## src/rtl/load_unit.sv

```systemverilog
// Load unit for RV32/RV64: decodes one load micro-op, checks funct3 and
// alignment, runs a req/gnt/rvalid read on the data bus and returns the
// lane-extracted, sign/zero-extended result or an exception.
module load_unit #(
  parameter int XLEN    = 32,
  parameter int ADDR_W  = 32,
  parameter int TIMEOUT = 16
) (
  input  logic              clk,
  input  logic              rst,
  input  logic              op_valid,
  output logic              op_ready,
  input  logic [2:0]        funct3,
  input  logic [ADDR_W-1:0] base,
  input  logic [11:0]       imm,
  input  logic [4:0]        rd,
  input  logic              flush,
  output logic              mem_req,
  output logic [ADDR_W-1:0] mem_addr,
  input  logic              mem_gnt,
  input  logic              mem_rvalid,
  input  logic [XLEN-1:0]   mem_rdata,
  output logic              wb_valid,
  output logic [4:0]        wb_rd,
  output logic [XLEN-1:0]   wb_data,
  output logic              exc_valid,
  output logic [1:0]        exc_cause,
  output logic [ADDR_W-1:0] exc_addr
);

  localparam int LANE_W = $clog2(XLEN/8);
  localparam int CNT_W  = $clog2(TIMEOUT+1);

  typedef enum logic [2:0] {S_IDLE, S_REQ, S_WAIT, S_RESP, S_EXC} state_t;

  state_t            state, state_n;
  logic [ADDR_W-1:0] ea_in, ea_q;
  logic [2:0]        f3_q;
  logic [4:0]        rd_q;
  logic [1:0]        cause_q;
  logic [CNT_W-1:0]  cnt;
  logic              drop;
  logic [XLEN-1:0]   wb_data_q;
  logic [XLEN-1:0]   field, mask, ext;
  logic [6:0]        nbits;
  logic              sgn_bit;
  logic              accept, illegal, misaligned, timeout, busy;

  assign ea_in  = base + {{(ADDR_W-12){imm[11]}}, imm};
  assign accept = (state == S_IDLE) && !drop && op_valid;
  assign busy   = (state == S_REQ) || (state == S_WAIT);
  // An rvalid landing on the last allowed cycle still wins over the timeout.
  assign timeout = busy && (cnt == CNT_W'(TIMEOUT-1)) &&
                   !((state == S_WAIT) && mem_rvalid);

  // funct3 legality; the 64-bit-only encodings depend on XLEN
  always_comb begin
    illegal = 1'b1;
    case (funct3)
      3'b000, 3'b001, 3'b010, 3'b100, 3'b101: illegal = 1'b0;
      3'b011, 3'b110:                         illegal = (XLEN != 64);
      default:                                illegal = 1'b1;
    endcase
  end

  // natural alignment for the access size encoded in funct3[1:0]
  always_comb begin
    misaligned = 1'b0;
    case (funct3[1:0])
      2'b01:   misaligned = ea_in[0];
      2'b10:   misaligned = |ea_in[1:0];
      2'b11:   misaligned = |ea_in[2:0];
      default: misaligned = 1'b0;
    endcase
  end

  // lane extraction and extension; mask covers the access width, its top bit is the sign
  always_comb begin
    field   = mem_rdata >> {ea_q[LANE_W-1:0], 3'b000};
    nbits   = 7'd8 << f3_q[1:0];
    mask    = ~({XLEN{1'b1}} << nbits);
    sgn_bit = |(field & mask & ~(mask >> 1));
    ext     = (!f3_q[2] && sgn_bit) ? (field | ~mask) : (field & mask);
  end

  // state register
  always_ff @(posedge clk or posedge rst) begin
    if (rst) state <= S_IDLE;
    else     state <= state_n;
  end

  // next-state: flush beats timeout, timeout beats grant
  always_comb begin
    state_n = state;
    case (state)
      S_IDLE: if (accept) state_n = (illegal || misaligned) ? S_EXC : S_REQ;
      S_REQ: begin
        if (flush)        state_n = S_IDLE;
        else if (timeout) state_n = S_EXC;
        else if (mem_gnt) state_n = S_WAIT;
      end
      S_WAIT: begin
        if (flush)           state_n = S_IDLE;
        else if (mem_rvalid) state_n = S_RESP;
        else if (timeout)    state_n = S_EXC;
      end
      S_RESP:  state_n = S_IDLE;
      S_EXC:   state_n = S_IDLE;
      default: state_n = S_IDLE;
    endcase
  end

  // state-decoded outputs
  always_comb begin
    op_ready  = (state == S_IDLE) && !drop;
    mem_req   = (state == S_REQ);
    wb_valid  = (state == S_RESP);
    exc_valid = (state == S_EXC);
  end

  assign mem_addr  = {ea_q[ADDR_W-1:LANE_W], {LANE_W{1'b0}}};
  assign exc_addr  = ea_q;
  assign exc_cause = cause_q;
  assign wb_rd     = rd_q;
  assign wb_data   = wb_data_q;

  // op latch, timeout counter, exception cause and result register
  always_ff @(posedge clk or posedge rst) begin
    if (rst) begin
      ea_q      <= '0;
      f3_q      <= '0;
      rd_q      <= '0;
      cause_q   <= '0;
      cnt       <= '0;
      wb_data_q <= '0;
    end else begin
      if (accept) begin
        ea_q <= ea_in;
        f3_q <= funct3;
        rd_q <= rd;
        cnt  <= '0;
        if (illegal || misaligned) cause_q <= illegal ? 2'b10 : 2'b01;
      end else if (busy) begin
        cnt <= cnt + 1'b1;
      end
      if (timeout && !flush) cause_q <= 2'b11;
      if ((state == S_WAIT) && mem_rvalid && !flush) wb_data_q <= ext;
    end
  end

  // drop flag: an access was granted but its response must be swallowed
  always_ff @(posedge clk or posedge rst) begin
    if (rst) drop <= 1'b0;
    else if ((state == S_REQ) && mem_gnt && (flush || timeout)) drop <= 1'b1;
    else if ((state == S_WAIT) && flush && !mem_rvalid)         drop <= 1'b1;
    else if ((state == S_WAIT) && !flush && timeout)            drop <= 1'b1;
    else if (drop && mem_rvalid)                                drop <= 1'b0;
  end

endmodule
```

## config.mk

```make
export PLATFORM = sky130hd
export DESIGN_NAME = load_unit
export DESIGN_NICKNAME = d
export VERILOG_FILES = /design/src/rtl/load_unit.sv
export SDC_FILE = /design/constraint.sdc
export NUM_CORES = 1
export LEC_CHECK = 0
export ABC_AREA = 1
export CAP_MARGIN = 20
export CORE_ASPECT_RATIO = 0.9
export CORE_UTILIZATION = 40
export DETAILED_ROUTE_END_ITERATION = 10
export PLACE_DENSITY = 0.8
export SLEW_MARGIN = 15
export SYNTH_ARGS = -nofsm -noshare
export SYNTH_HDL_FRONTEND = slang
export SYNTH_SLANG_ARGS = --single-unit
```

## constraint.sdc

```tcl
create_clock -name clk -period 3.3 [get_ports clk]
set_input_delay 0.66 -clock clk [delete_from_list [all_inputs] [get_ports clk]]
set_output_delay 0.66 -clock clk [all_outputs]
set_load 0.05 [all_outputs]
```

==> metrics.yaml <==
logic_synthesis:
  syn_area_sq_mm: 0.00651
  ys_types: 36
  async_reset_ff_share_pct: 100
  ys.flop_type: "dfrtp_1"
  synth-edff-count: 0
  syn_area_per_cell_sq_um: 6.37
  synth_warnings: 0
  postSynthCellCount: 1021
  seq_area_frac_synth_pct: 31.9
  synth-seq-cells: 83
  synth_area_leaders: "dfrtp_1 (32%), nand2_1 (21%), inv_1 (8.6%), ha_1 (6.3%), nor2_1 (6.2%)"
  netlist.area_leader.share_pct: 31.9
  synth_top_area_cell: "dfrtp_1"
clock_tree:
  cts_made_buffers: 9
  path_clk_slew_ps: 70
  cts_root_buffer: "clkbuf_16"
  cts_hold_buffers: 0
  post_cts_resized: 0
  htree_levels: 3
  clock-sinks: 83
  clock_path_buffers: 2
  post-cts-setup-buffers: 0
  cts_tree: "yes"
  clk_latency_ps: 340
detailed_routing:
  routed_via_density: 4.89
  firstDrtPassIters: 6
  wl_per_cell_um: 13.6
  drtIter0Drc: 411
  wirelength_um: 18800
  route.antenna.remaining_nets: 0
  via_count: 6761
  drc: 0
run_status:
  outcome: "completed"
final_layout:
  antennaDiodeCount: 0
  fin_cells: 1383
  layout.nets: 1300
  drive_gt1_share_pct: 4.57
  area_growth_pct: 33.5
worst_setup_path:
  arrival_ps: 2000
  cp_cell_sequence: "clkdlybuf4s50_1"
  path_delay_family: "buffers and inverters"
  worstPathMaxFanout: 15
  crit_path_start_kind: "flop"
  critical_path_class: "reg2out"
  slowest_delay_ps: 920
  required_ps: 2640
  cp_num_buf_inv: 1
  critical-path-slowest-cell: "clkdlybuf4s50_1"
  endpoint_kind: "output pin"
global_route:
  grt_pass1_vias: 6253
  grt_max_degree: 62
  overflow: 0
  grt_usage_pct: 22.9
  antenna_found_initial: 0
  grt_pass1_wl_um: 30100
floorplanning:
  die-area_sq_mm: 0.0168
  floorplan.rows: 43
  die-width_um: 136
  io_pins: 197
  core_sq_mm: 0.0157
  die_h_um: 123
  start_util_pct: 41.6
sta:
  hold_violations: 0
  fin_tns_setup_ps: 0
  rsz0062_at_grt: "false"
  finalCritPeriodShare_pct: 80.5
  slew_headroom_pct: 47.0
  timing.fmax_mhz: 376
  finalSetupViolations: 0
  fin_crit_ps: 2660
  skew_ps: 11.5
  worst_pin_slew_ps: 795
  maxSlewViolCount: 0
pwr:
  p_leak_uw: 0.00455
  powerDensity_mw_per_mm2: 952
  vdd_ir_drop_max_v: 0.000589
  totalPowerFinal_uw: 8270
worst_hold_path:
  hold_class: "reg2reg"
place:
  dp_hpwl_um: 14500
  dp_cells: 1367
  globalplace.congestion: 0.975
  portBuffers: 194
job:
  drv_cap: 0
-- state kept, by name, summed over array words and instances, names as in the netlist --
| name | count |
|---|---|
| f3_q | 3 |
| state | 3 |
| wb_data | 32 |
| cnt | 5 |
| exc_addr | 32 |
| wb_rd | 5 |
| exc_cause | 2 |
| drop | 1 |
-- report_power, final --
part / total (uW) / switching, uW / leakage, uW / internal, uW
Combinational: 5450 / 3750 / 0.00336 / 1690
Sequential: 1850 / 368 / 0.00105 / 1480
Clock: 977 / 425 / 0.000142 / 552
-- Yosys cell counts (all sizes together) (4+ instances only) --
master  instances
nand3b          4
xnor2          15
nor2          112
buf            46
clkbuf         10
nand2         371
ha             33
dfrtp          83
a31oi           7
a21oi          63
nand3          51
inv           157
nand4           4
o21ai          45
nor3            9
-- cell usage in the layout, fill, tap and decap left out, types with 8 or more instances in the layout --
cell type          n
dfrtp_1           83
ha_1              33
a21oi_1           53
a21oi_2           10
nor3_1             9
o21ai_0           41
nand2_1          366
inv_2              8
clkbuf_16          9
clkdlybuf4s50_1  194
inv_1            148
nor2_1           108
xnor2_1           15
nand3_1           49
-- cells by family after synthesis --
kind of cell | share of synthesized area (%)
buffers and inverters | 14.6
AND/OR/NAND/NOR | 34.2
adder cells (fa/ha/maj) | 6.65
XOR/XNOR | 2.02
multiplexers | 0.154
AO/OA/AOI/OAI | 10.4
flip-flops | 31.9
other | 0.0576
-- worst paths after layout --
path | end | cells after the start | start | slack (ps)
setup / recovery | exc_addr[1] | 1 | exc_addr[1] | 640
hold / removal | wb_rd[1] | 2 | wb_rd[1] | 480
max in group asynchronous | exc_addr[3] | 3 | rst | 1870
hold reg to reg | wb_rd[1] | 2 | wb_rd[1] | 480
min in group asynchronous | wb_data[26] | 2 | rst | 760
setup reg to reg | wb_data[12] | 8 | exc_addr[1] | 1240
-- area by class of cell --
class | count | area (sq um)
inverters | 157 | 591
clock buffers | 11 | 253
clock inverters | 5 | 35.0
well taps | 202 | 253
flip-flops and latches | 83 | 2080
repair buffers | 199 | 1990
multi-input cells | 726 | 3490
fillers | 1476 | 6970
-- metal layers --
metal	GRT usage (%)	wire, um	up-vias
li1	-	-	3420
met1	29.3	8240	3059
met5	0	0	-
met4	5.63	288	0
met3	4.35	1380	27
met2	39.7	8900	255
-- metrics by stage --
| step | instance area [sq um] | setup WS (ps) | hold WS, ps | util, % |
|---|---|---|---|---|
| after floorplan | 6510 | 503 | 450 | - |
| after global placement | 8400 | 523 | 458 | 53.6 |
| after detailed placement | 8400 | 511 | 464 | 53.6 |
| after CTS | 8690 | 631 | 481 | 55.5 |
| after global routing | 8690 | 561 | 499 | 55.5 |
| final | 8690 | 643 | 477 | 55.5 |
No activity file was read; power rests on OpenSTA's default activity.
